[src/rtl/mem_arb_pkg.sv]
// Shared types and default sizing for the two-port memory arbiter.
package mem_arb_pkg;

    typedef enum logic {
        ARB_IDLE  = 1'b0,
        ARB_BURST = 1'b1
    } arb_state_t;

    typedef enum logic {
        SRC_I = 1'b0,
        SRC_D = 1'b1
    } src_t;

    localparam int DEF_MAX_BURST = 4;
    localparam int DEF_RD_DEPTH  = 4;

endpackage

[src/rtl/mem_arb_tag_fifo.sv]
// Source-tag FIFO: remembers which cache issued each outstanding read so the
// in-order responses can be steered back to the right requester.
module mem_arb_tag_fifo #(
    parameter int DEPTH = 4
) (
    input  logic i_clk,
    input  logic i_rst,
    input  logic i_push,
    input  logic i_din,
    input  logic i_pop,
    output logic o_head,
    output logic o_full,
    output logic o_empty
);

    localparam int AW = $clog2(DEPTH);
    localparam int CW = AW + 1;

    logic [DEPTH-1:0] mem_q;
    logic [AW-1:0]    wr_ptr_q;
    logic [AW-1:0]    rd_ptr_q;
    logic [CW-1:0]    cnt_q;
    logic             do_push;
    logic             do_pop;

    assign o_full  = (cnt_q == CW'(DEPTH));
    assign o_empty = (cnt_q == '0);
    assign o_head  = mem_q[rd_ptr_q];

    // A pop in the same cycle frees the slot, so a push into a full FIFO is legal then.
    assign do_pop  = i_pop & ~o_empty;
    assign do_push = i_push & (~o_full | do_pop);

    always_ff @(posedge i_clk) begin
        if (do_push) begin
            mem_q[wr_ptr_q] <= i_din;
        end
    end

    always_ff @(posedge i_clk or posedge i_rst) begin
        if (i_rst) begin
            wr_ptr_q <= '0;
            rd_ptr_q <= '0;
            cnt_q    <= '0;
        end else begin
            if (do_push) begin
                wr_ptr_q <= wr_ptr_q + AW'(1);
            end
            if (do_pop) begin
                rd_ptr_q <= rd_ptr_q + AW'(1);
            end
            case ({do_push, do_pop})
                2'b10:   cnt_q <= cnt_q + CW'(1);
                2'b01:   cnt_q <= cnt_q - CW'(1);
                default: cnt_q <= cnt_q;
            endcase
        end
    end

endmodule

[src/rtl/mem_arbiter.sv]
// Arbitrates the single external memory port between icache and dcache with
// burst locking and round-robin tie breaking; routes read responses by tag.
module mem_arbiter
    import mem_arb_pkg::*;
#(
    parameter int MAX_BURST = DEF_MAX_BURST,
    parameter int RD_DEPTH  = DEF_RD_DEPTH
) (
    input  logic        i_clk,
    input  logic        i_rst,
    input  logic        i_ic_ren,
    input  logic [31:0] i_ic_addr,
    output logic        o_ic_ready,
    output logic [31:0] o_ic_rdata,
    output logic        o_ic_valid,
    input  logic        i_dc_ren,
    input  logic        i_dc_wen,
    input  logic [31:0] i_dc_addr,
    input  logic [31:0] i_dc_wdata,
    output logic        o_dc_ready,
    output logic [31:0] o_dc_rdata,
    output logic        o_dc_valid,
    input  logic        i_mem_ready,
    output logic [31:0] o_mem_addr,
    output logic        o_mem_ren,
    output logic        o_mem_wen,
    output logic [31:0] o_mem_wdata,
    input  logic [31:0] i_mem_rdata,
    input  logic        i_mem_valid,
    output logic        o_err
);

    localparam int CNT_W = $clog2(MAX_BURST + 1);

    arb_state_t       state_q;
    src_t             owner_q;
    src_t             rr_last_q;
    logic [CNT_W-1:0] count_q;
    logic             err_q;

    logic ic_req;
    logic dc_req;
    logic gnt_vld;
    src_t gnt_src;
    logic gnt_ren;
    logic gnt_wen;
    logic accept;
    logic rd_push;
    logic rd_pop;
    logic fifo_head;
    logic fifo_full;
    logic fifo_empty;

    assign ic_req = i_ic_ren;
    assign dc_req = i_dc_ren | i_dc_wen;

    // Grant is held back while reset is asserted so every output stays low.
    always_comb begin
        gnt_vld = 1'b0;
        gnt_src = SRC_I;
        if (!i_rst) begin
            if (state_q == ARB_BURST) begin
                gnt_src = owner_q;
                gnt_vld = (owner_q == SRC_I) ? ic_req : dc_req;
            end else if (ic_req && dc_req) begin
                gnt_vld = 1'b1;
                gnt_src = (rr_last_q == SRC_I) ? SRC_D : SRC_I;
            end else if (dc_req) begin
                gnt_vld = 1'b1;
                gnt_src = SRC_D;
            end else if (ic_req) begin
                gnt_vld = 1'b1;
                gnt_src = SRC_I;
            end
        end
    end

    assign gnt_ren = gnt_vld & ((gnt_src == SRC_I) ? i_ic_ren : i_dc_ren);
    assign gnt_wen = gnt_vld & (gnt_src == SRC_D) & i_dc_wen;
    assign rd_pop  = i_mem_valid & ~fifo_empty;

    assign o_mem_ren   = gnt_ren & (~fifo_full | rd_pop);
    assign o_mem_wen   = gnt_wen;
    assign o_mem_addr  = gnt_vld ? ((gnt_src == SRC_I) ? i_ic_addr : i_dc_addr) : 32'h0;
    assign o_mem_wdata = gnt_wen ? i_dc_wdata : 32'h0;

    assign accept     = (o_mem_ren | o_mem_wen) & i_mem_ready;
    assign rd_push    = accept & o_mem_ren;
    assign o_ic_ready = accept & (gnt_src == SRC_I);
    assign o_dc_ready = accept & (gnt_src == SRC_D);

    assign o_ic_valid = rd_pop & (fifo_head == SRC_I);
    assign o_dc_valid = rd_pop & (fifo_head == SRC_D);
    assign o_ic_rdata = (i_mem_valid && !i_rst) ? i_mem_rdata : 32'h0;
    assign o_dc_rdata = (i_mem_valid && !i_rst) ? i_mem_rdata : 32'h0;
    assign o_err      = err_q;

    mem_arb_tag_fifo #(
        .DEPTH (RD_DEPTH)
    ) u_tag_fifo (
        .i_clk   (i_clk),
        .i_rst   (i_rst),
        .i_push  (rd_push),
        .i_din   (gnt_src),
        .i_pop   (rd_pop),
        .o_head  (fifo_head),
        .o_full  (fifo_full),
        .o_empty (fifo_empty)
    );

    always_ff @(posedge i_clk or posedge i_rst) begin
        if (i_rst) begin
            state_q   <= ARB_IDLE;
            owner_q   <= SRC_I;
            rr_last_q <= SRC_I;
            count_q   <= '0;
            err_q     <= 1'b0;
        end else begin
            if (i_mem_valid && fifo_empty) begin
                err_q <= 1'b1;
            end
            case (state_q)
                ARB_IDLE: begin
                    if (accept) begin
                        owner_q   <= gnt_src;
                        rr_last_q <= gnt_src;
                        count_q   <= CNT_W'(1);
                        if (MAX_BURST > 1) begin
                            state_q <= ARB_BURST;
                        end
                    end
                end
                ARB_BURST: begin
                    // Owner dropping its request releases the port for next cycle.
                    if (!gnt_vld) begin
                        state_q <= ARB_IDLE;
                        count_q <= '0;
                    end else if (accept) begin
                        if (count_q == CNT_W'(MAX_BURST - 1)) begin
                            state_q <= ARB_IDLE;
                            count_q <= '0;
                        end else begin
                            count_q <= count_q + CNT_W'(1);
                        end
                    end
                end
                default: state_q <= ARB_IDLE;
            endcase
        end
    end

endmodule

[config.mk]
export PLATFORM = sky130hd
export DESIGN_NAME = mem_arbiter
export DESIGN_NICKNAME = d
export VERILOG_FILES = /design/src/rtl/mem_arb_pkg.sv /design/src/rtl/mem_arb_tag_fifo.sv /design/src/rtl/mem_arbiter.sv
export SDC_FILE = /design/constraint.sdc
export NUM_CORES = 1
export LEC_CHECK = 0
export ABC_CLOCK_PERIOD_IN_PS = 2680
export CAP_MARGIN = 40
export CORE_AREA = 2 2 104 106
export CTS_BUF_LIST = sky130_fd_sc_hd__clkbuf_4
export DETAILED_ROUTE_END_ITERATION = 10
export DIE_AREA = 0 0 106 108
export DONT_BUFFER_PORTS = 1
export SLEW_MARGIN = 30
export SYNTH_ARGS = -nofsm -noshare
export SYNTH_HDL_FRONTEND = slang
export SYNTH_SLANG_ARGS = --single-unit
[constraint.sdc]
create_clock -name i_clk -period 2.68 [get_ports i_clk]
set_input_delay 0.536 -clock i_clk [delete_from_list [all_inputs] [get_ports i_clk]]
set_output_delay 0.536 -clock i_clk [all_outputs]
set_load 0.02 [all_outputs]
==> run metrics, run 1 <==
DRC viols 0; clk_lat worst skew 0.30 ns; Crit path largest cell delay 0.44 ns; largest net degree at the start of global routing 36; placed instance area 2370 sq um; Synth async-reset ratio 76.5%; Hold-fix buffers, CTS 0; Critical Path End Type primary output; crit share post-route 95.0%; number of antenna violations at the first check in global routing 0; Worst Hold Class input pin to asynchronous set/reset pin; starting density of the core 21.4%; Total Wirelength 7750 um; clk slew on worst S/H paths 0.11 ns; FF-to-FF path depth 11; core area 10200 sq um; CTS tree built; first-pass GRT wire length 10300 um; # diodes 0; vias in the first global route 1819; cell area after synthesis 2180 sq um; post-synth top area share 20.3%; synthesized net count 445; RSZ-0062 raised after global routing false; Worst Path Max Fanout 23; Die H 108 um; Static Leak 0.00110 uW; Flop pwr share 28.5%; Yosys reg bits 17; row count 37; pre-CTS WS 0.188 ns; drt pass-1 iters 4; peak supply drop 0.000267 V; clk buf depth 2; footprint of the multi-input gates 1380 sq um; R2R Setup Slk 0.21 ns; fill count 1113; Startpoint Class register; Placer Congestion 0.884; Via-to-Cell Ratio 4.69; Vias 2054; Logic pwr share 62.3%; total grt overflow 0; final antenna-violating net count 0; CP Launch Point state_q; CP arrival 2.01 ns; cts bufs inserted 3; f_max 393 MHz; leading area contributor after synthesis and2_1; PwrDens 645 nW/um^2; Sw Ratio 49.3%; worst slew pin tran 0.587 ns; top cells by area in the synthesized netlist and2_1 (20%), dfrtp_1 (15%), buf_4 (12%); P_int 794 uW; post-DP HPWL 6790 um; CP required 2.14 ns; max_slew headroom 60.8%; Clock Root Buffer clkbuf_4; Ports 270; Final Instance Area 2430 sq um; I/O Buffers 0; H-tree Lvls 1; Net Switching 771 uW; Slew Limit Fails 0; Synth cell types 42; setup_tns 0 ns; CTS Sinks 17; worst-case clock skew 0.00895 ns; DIE AREA 11400 sq um; layout overhead on the synthesized area 11.1%; max-cap viol count 0; endpoints failing hold 0; die span in x 106 um; ratio of cells with drive above 1 in the final layout 20.5%; slowest stage cell on the critical path dfrtp_2; most frequently used flop master after synthesis dfrtp_1; sequential element share of the synthesized area 20.4%; Final #Nets 445; Reg area 447 sq um; Post-synth EDFFs 4; R2R Path End u_tag_fifo.cnt_q[2]; Clk pwr share 9.2%; Min Hold Slack 0.139 ns; endpoints failing setup 0; min Tclk post-route 2.55 ns; Wirelength per Cell 17.7 um; CP endpoint o_mem_addr[2]; Final Core Density 23.7%; global-route usage over all layers 11.7%; crit-path cells nor2b_1, or3_4, inv_4, buf_12, nand2_1, a21oi_1, buf_4; yosys warns 0; number of DRC markers in iteration 0 80; syn avg cell area 7.21 sq um; FF-to-FF Start state_q; critical path class register to primary output; Worst Setup Slack, final 0.133 ns; status completed; Post-Synthesis Cells 303
[metal layers]
layer | vias up | GRT usage [%] | routed length, um
li1 | 936 | - | -
met4 | 0 | 2.82 | 125
met2 | 193 | 22.0 | 4070
met3 | 6 | 2.89 | 828
met1 | 919 | 13.4 | 2720
met5 | - | 0 | 0
[cells by family (layout without fill, tap and decap cells)]
group,after synthesis,in the layout,synth area share [%]
simple gates,166,166,42.2
buf+inv,60,59,16.8
compound gates,43,43,11.2
flops,17,17,20.4
fa+ha+maj,7,7,4.35
xor+xnor,6,6,2.41
mux,4,4,2.63
[flip-flops by register name, indices dropped and copies added (netlist names)]
signal / count
u_tag_fifo.rd_ptr_q: 2
count_q: 3
state_q: 1
u_tag_fifo.cnt_q: 3
u_tag_fifo.wr_ptr_q: 2
rr_last_q: 1
u_tag_fifo.mem_q: 4
o_err: 1
[Yosys cell counts (2+ instances only)]
cell type  count
and2_1        71
nand2_1       70
buf_4         35
a21oi_1       33
dfrtp_1       13
clkbuf_1      11
inv_1          9
ha_1           6
o21ai_0        5
edfxtp_1       4
nor2_1         4
xnor2_1        4
buf_2          3
and3_1         2
mux2i_1        2
nor2b_1        2
nor4b_4        2
or3_1          2
xor2_1         2
[cell usage in the layout, fill, tap and decap left out, drive strengths merged, types with 4 or more instances in the layout]
master | netlist | final
buf | 39 | 45
inv | 10 | 10
dfrtp | 13 | 13
and2 | 71 | 71
o21ai | 5 | 5
edfxtp | 4 | 4
nand2 | 70 | 70
nor2 | 4 | 4
a21oi | 33 | 33
ha | 6 | 6
xnor2 | 4 | 4
[layout make-up]
cell class | count | area share, %
Sequential cell | 17 | 18.4
Timing Repair Buffer | 45 | 15.1
Tap cell | 136 | 7.01
Clock buffer | 3 | 0.928
Clock inverter | 1 | 0.206
Inverter | 10 | 1.65
Multi-Input combinational cell | 226 | 56.7
[what timing repair did]
| action | 4_1_cts | 5_1_grt |
|---|---|---|
| gates resized for setup | 3 | 1 |
| setup endpoints to repair | 11 | 23 |
| buffers inserted | 0 | 1 |
[worst max-delay path, delay by kind of cell, from the launching register on]
kind	cells	cell delay, ns
compound gates	1	0.15
simple gates	3	0.64
flops	1	0.44
buf+inv	3	0.46
[power groups by stage]
stage	Combinational, uW	Sequential, uW	Clock (uW)
after CTS	969	448	152
final	975	445	144
after floorplan	761	431	0
after detailed placement	960	453	0
after global placement	937	448	0
after global routing	1070	461	165
[through the flow]
stage	power, uW	std cells
CTS	1570	437
global route	1690	438
finish	1560	438
global placement	1390	433
floorplan	1190	303
detailed placement	1410	433
[worst min-delay path by stage]
stage | start | to | slack (ns) | cells after the start
after floorplan | i_rst | count_q[0] | 0.43 | 1
after global routing | i_rst | u_tag_fifo.wr_ptr_q[0] | 0.13 | 2
final | i_rst | u_tag_fifo.wr_ptr_q[1] | 0.14 | 2
after global placement | i_rst | count_q[0] | 0.46 | 2
after CTS | i_rst | u_tag_fifo.wr_ptr_q[1] | 0.13 | 2
after detailed placement | i_rst | u_tag_fifo.wr_ptr_q[1] | 0.47 | 2
Power figures use the tool's default switching activity.
==> inputs of run 2 (changes only) <==
--- a/config.mk
+++ b/config.mk
@@ -12,6 +12,7 @@
 export DETAILED_ROUTE_END_ITERATION = 10
 export DIE_AREA = 0 0 106 108
 export DONT_BUFFER_PORTS = 1
+export REMOVE_ABC_BUFFERS = 1
 export SLEW_MARGIN = 30
 export SYNTH_ARGS = -nofsm -noshare
 export SYNTH_HDL_FRONTEND = slang
==> run 2 against run 1 <==
  * Non-clock buffer count shrank 1
  * Cell count stayed put
  * Core utilization increased by 0.18 points
  * First-iteration DRC count increased by 29%
  * Routed wire length up 17%
==> run metrics, run 2 (synthesis gave the netlist of run 1 again) <==
status completed; crit-path cells nor2b_1, or3_4, buf_4, buf_12, nand2_1, a21oi_1, buf_4; critical path class register to primary output; core area 10200 sq um (unchanged); RSZ-0062 raised after global routing false; most frequent cells in the layout nand2_1 (70), and2_1 (69), buf_4 (41); DIE AREA 11400 sq um (unchanged); worst-case clock skew 0.0114 ns (+0.00242 ns); fill count 1105 (-0.72%); Hold-fix buffers, CTS 0 (unchanged); H-tree Lvls 1 (unchanged); drt pass-1 iters 4 (unchanged); Worst Path Max Fanout 26 (+13%); Met1 Wirelength 2990 um (+10%); Buf/Inv on CP 3 (unchanged); Startpoint Class register; Worst Hold Class input pin to asynchronous set/reset pin; number of antenna violations at the first check in global routing 5 (+5); Total Wirelength 9050 um (+17%); f_max 389 MHz (-0.87%); min Tclk post-route 2.57 ns (+0.0224 ns); endpoints failing hold 0 (unchanged); Final Non-Filler Cells 438 (unchanged); slowest stage cell on the critical path dfrtp_2; Final Instance Area 2450 sq um (+0.77%); total grt overflow 0 (unchanged); total power 1590 uW (+1.9%); CTS tree built; DRC viols 0 (unchanged); starting density of the core 21.4% (unchanged); number of DRC markers in iteration 0 103 (+29%); Static Leak 0.00110 uW (+0.36%); Die H 108 um (unchanged); crit share post-route 95.9% (+0.83 points); Wirelength per Cell 20.7 um (+17%); clk slew on worst S/H paths 0.10 ns (about the same); I/O Buffers 0 (unchanged); footprint of the multi-input gates 1390 sq um (+0.91%); DR top layer met5; Biggest register u_tag_fifo.mem_q; endpoints failing setup 0 (unchanged); ratio of cells with drive above 1 in the final layout 21.6% (+1.1 points); first-pass GRT wire length 11200 um (+9.3%); Ports 270 (unchanged); routed wl met3 1280 um (+54%); Placer Congestion 0.809 (-8.5%); CP arrival 2.03 ns (+0.02 ns); Crit path largest cell delay 0.46 ns (+0.02 ns); Clock Root Buffer clkbuf_4; worst slew pin tran 0.615 ns (+0.0277 ns); met2 WL post-DR 4520 um (+11%); Slew Limit Fails 0 (unchanged); Crit path max-delay family simple AND/OR/NAND/NOR gates; max_slew headroom 59.0% (-1.8 points); clk buf depth 2 (unchanged); die span in x 106 um (unchanged); number of flip-flops in the largest register 4 (unchanged); clk_lat worst skew 0.29 ns (about the same); placed instance area 2360 sq um (-0.11%); peak supply drop 0.000304 V (+14%); largest net degree at the start of global routing 40 (+11%); Final #Nets 444 (-0.22%); max-cap viol count 0 (unchanged); Reg area 447 sq um (unchanged); Vias 2096 (+2.0%); cts bufs inserted 3 (unchanged); CTS Sinks 17 (unchanged); placed cell count 431 (-0.46%); final antenna-violating net count 0 (unchanged); global-route usage over all layers 13.4% (+1.7 points); vias in the first global route 1795 (-1.3%); Critical Path End Type primary output; PwrDens 652 nW/um^2 (+1.1%); Top cell by count, worst path buf_4; Top Registers u_tag_fifo.mem_q (4), count_q (3), u_tag_fifo.cnt_q (3); row count 37 (unchanged); Min Hold Slack 0.149 ns (+0.0106 ns); most common cell after layout, fill and taps aside nand2_1; layout overhead on the synthesized area 12.0%; Via-to-Cell Ratio 4.79 (+2.0%); post-DP HPWL 7780 um (+15%); CP required 2.14 ns (about the same)
## run 2: layout make-up
type                            instances  share of cell area, %
Timing Repair Buffer                   44                   15.2
Multi-Input combinational cell        226                   56.8
Inverter                               10                   1.53
Clock inverter                          1                  0.205
Sequential cell                        17                   18.3
Tap cell                              136                   6.96
Clock buffer                            3                  0.921
Antenna cell                            1                  0.102
## run 2: power by group
part           internal (uW)  total (uW)  switching [uW]
Combinational            394        1010             614
Sequential               358         453            94.8
Clock                   55.5         134            78.9
Total                    807        1590             788
## run 2: metal layers
layer | vias up | GRT usage, %
li1 | 933 | -
met1 | 952 | 14.5
met3 | 12 | 6.33
met2 | 197 | 23.4
met4 | 2 | 4.23
met5 | - | 0
## run 2: stage by stage
stage	setup TNS, ns	utilization, %	setup WS [ns]
floorplan	-6.29	-	-0.189
global placement	0	23.1	0.155
detailed placement	0	23.1	0.105
CTS	0	23.4	0.000309
global route	0	23.9	0.00512
finish	0	23.9	0.111
## run 2: worst register-to-register path, stage by stage (launching register included)
cell	delay, ns
dfrtp_1	0.44
or3b_1	0.42
and4_4	0.22
and3_1	0.25
inv_1	0.10
ha_1	0.18
inv_1	0.06
fa_1	0.38
xor2_1	0.15
nor2_1	0.11
xor2_1	0.14
## run 2: repair_timing
item / CTS / global route
pin swaps: 0 / 1
buffers inserted: 0 / 1
gates cloned: 0 / 1
setup endpoints to repair: 33 / 66
resized for setup: 2 / 4
## run 2: path summary, 6_finish.rpt
check,start,cells after the start,slack [ns],end
min in group i_clk,i_mem_valid,1,0.35,o_err
min,i_rst,2,0.15,u_tag_fifo.cnt_q[0]
max,state_q,7,0.11,o_mem_addr[21]
min reg2reg,u_tag_fifo.rd_ptr_q[1],1,0.51,u_tag_fifo.rd_ptr_q[1]
max in group asynchronous,i_rst,2,2.34,state_q
max reg2reg,rr_last_q,10,0.17,u_tag_fifo.cnt_q[2]
==> inputs of run 3 (changes only) <==
--- a/config.mk
+++ b/config.mk
@@ -5,7 +5,7 @@
 export SDC_FILE = /design/constraint.sdc
 export NUM_CORES = 1
 export LEC_CHECK = 0
-export ABC_CLOCK_PERIOD_IN_PS = 2680
+export ABC_CLOCK_PERIOD_IN_PS = 3050
 export CAP_MARGIN = 40
 export CORE_AREA = 2 2 104 106
 export CTS_BUF_LIST = sky130_fd_sc_hd__clkbuf_4
==> constraint.sdc (replaced) <==
create_clock -name i_clk -period 3.05 [get_ports i_clk]
set_input_delay 0.61 -clock i_clk [delete_from_list [all_inputs] [get_ports i_clk]]
set_output_delay 0.61 -clock i_clk [all_outputs]
set_load 0.02 [all_outputs]
==> run 3 against run 2 <==
  * First-iteration DRC count is 28% lower
  * Global-route usage is 0.059 points lower
  * Clock-buffer cell count is 1 higher
  * Die area stayed put
  * Routed wire length is 3.2% lower
  * Clock power is 4% lower
  * Register-to-register slack better by 0.33 ns
  * Hold slack better by 0.082 ns
  * Via count is 1.3% lower
  * Sequential share of layout area is 0.64 points higher
  * Largest power group unchanged
  * Setup slack better by 0.18 ns
==> run metrics, run 3 (synthesis gave the netlist of run 1 again) <==
crit-path cells nand2_1, a21oi_1, or3_1, inv_2, nand2_1, a21oi_1, buf_4; endpoints failing hold 0 (unchanged); CTS Sinks 17 (unchanged); Die H 108 um (unchanged); CP required 2.44 ns (+0.30 ns); crit share post-route 90.5%; setup_tns 0 ns (unchanged); Slew Limit Fails 0 (unchanged); ratio of cells with drive above 1 in the final layout 18.5% (-3.1 points); number of antenna violations at the first check in global routing 4 (-1); Critical Path End Type primary output; pre-CTS WS 0.382 ns (+0.277 ns); layer with the highest usage met2; first-pass GRT wire length 11200 um (-0.25%); Startpoint Class register; clk buf depth 2 (unchanged); starting density of the core 21.4% (unchanged); peak supply drop 0.000168 V (-45%); max-cap viol count 0 (unchanged); CTS resizes 0 (-2); I/O Buffers 0 (unchanged); largest net degree at the start of global routing 36 (-10%); FF-to-FF path depth 10 (unchanged); core area 10200 sq um (unchanged); Total Wirelength 8770 um (-3.2%); drt pass-1 iters 4 (unchanged); Final #Nets 440 (-0.90%); clk slew on worst S/H paths 0.10 ns (about the same); die span in x 106 um (unchanged); Vias 2069 (-1.3%); f_max 362 MHz; met2 usage 23.5% (+0.046 points); global-route usage over all layers 13.4% (-0.059 points); CP arrival 2.15 ns (+0.12 ns); cts bufs inserted 3 (unchanged); met3 global-route usage 6.09% (-0.24 points); vias in the first global route 1778 (-0.95%); placed instance area 2320 sq um (-1.7%); Crit path max-delay family buffers and inverters; R2R Path End u_tag_fifo.cnt_q[2]; Wirelength per Cell 20.2 um (-2.3%); row count 37 (unchanged); Placer Congestion 0.798 (-1.3%); PwrDens 572 nW/um^2 (-12%); R2R Setup Slk 0.50 ns (+0.33 ns); Biggest register u_tag_fifo.mem_q; Clock Root Buffer clkbuf_4; FF-to-FF Start rr_last_q; worst-case clock skew 0.00359 ns (-0.00779 ns); Worst Setup Slack, final 0.291 ns (+0.180 ns); post-CTS setup buffer count 0 (unchanged); Worst Hold Class input pin to asynchronous set/reset pin; layout overhead on the synthesized area 7.90%; min Tclk post-route 2.76 ns; H-tree Lvls 1 (unchanged); most frequent cells in the layout and2_1 (71), nand2_1 (70), buf_4 (40); worst slew pin tran 0.584 ns (-0.0316 ns); Via-to-Cell Ratio 4.77 (-0.38%); endpoints failing setup 0 (unchanged); Ports 270 (unchanged); total power 1350 uW (-15%); status completed; CTS tree built; total grt overflow 0 (unchanged); critical path class register to primary output; DIE AREA 11400 sq um (unchanged); Worst Path Max Fanout 35 (+35%); Top Registers u_tag_fifo.mem_q (4), count_q (3), u_tag_fifo.cnt_q (3); clk_lat worst skew 0.29 ns (about the same); final antenna-violating net count 0 (unchanged); Static Leak 0.00107 uW (-3.4%); Crit path largest cell delay 0.46 ns (about the same); post-DP HPWL 7740 um (-0.50%); Hold-fix buffers, CTS 0 (unchanged); most common cell after layout, fill and taps aside and2_1; Final Instance Area 2360 sq um (-3.6%); max_slew headroom 61.1% (+2.1 points); Critical Path Stages 7 (unchanged); slowest stage cell on the critical path dfrtp_1; CP Launch Point rr_last_q; number of DRC markers in iteration 0 74 (-28%); RSZ-0062 raised after global routing false; Buf/Inv on CP 2 (-1); CP endpoint o_mem_addr[31]; met1 Use GR 14.1% (-0.36 points); number of flip-flops in the largest register 4 (unchanged); DRC viols 0 (unchanged)
==> run 3: how the worst min path moves through the flow <==
stage,slack (ns),to,depth (start not counted),startpoint
2_1_floorplan,0.45,u_tag_fifo.rd_ptr_q[1],1,u_tag_fifo.rd_ptr_q[1]
3_3_place_gp,0.47,u_tag_fifo.rd_ptr_q[1],1,u_tag_fifo.rd_ptr_q[1]
3_5_place_dp,0.49,u_tag_fifo.rd_ptr_q[1],1,u_tag_fifo.rd_ptr_q[1]
4_1_cts,0.22,u_tag_fifo.wr_ptr_q[0],2,i_rst
5_1_grt,0.22,rr_last_q,2,i_rst
6_report,0.23,rr_last_q,2,i_rst
==> run 3: final cells by class <==
| type | instances | area, sq um |
|---|---|---|
| Antenna cell | 1 | 2.50 |
| Clock buffer | 4 | 30.0 |
| Fill cell | 1125 | 7870 |
| Inverter | 10 | 37.5 |
| Multi-Input combinational cell | 226 | 1370 |
| Sequential cell | 17 | 445 |
| Tap cell | 136 | 170 |
| Timing Repair Buffer | 40 | 300 |
==> run 3: metrics by stage <==
step	instances	util (%)	hold WS, ns
after floorplan	253	-	0.453
after global placement	429	22.7	0.470
after detailed placement	429	22.7	0.486
after CTS	433	23.0	0.223
after global routing	434	23.0	0.220
final	434	23.0	0.232
==> run 3: routing by layer <==
metal  vias up  share of wire (%)  routed length (um)
li1        930                  -                   -
met4         2                3.5                 306
met2       193                 50                4350
met1       930                 33                2870
met5         -               0.15                  13
met3        14                 14                1220
==> run 3: report_power, final <==
part	leakage (uW)	internal (uW)	switching (uW)
combinational	0.000855	307	521
clock	0.0000184	59.8	68.9
sequential	0.000193	314	79.0
total	0.00107	681	669
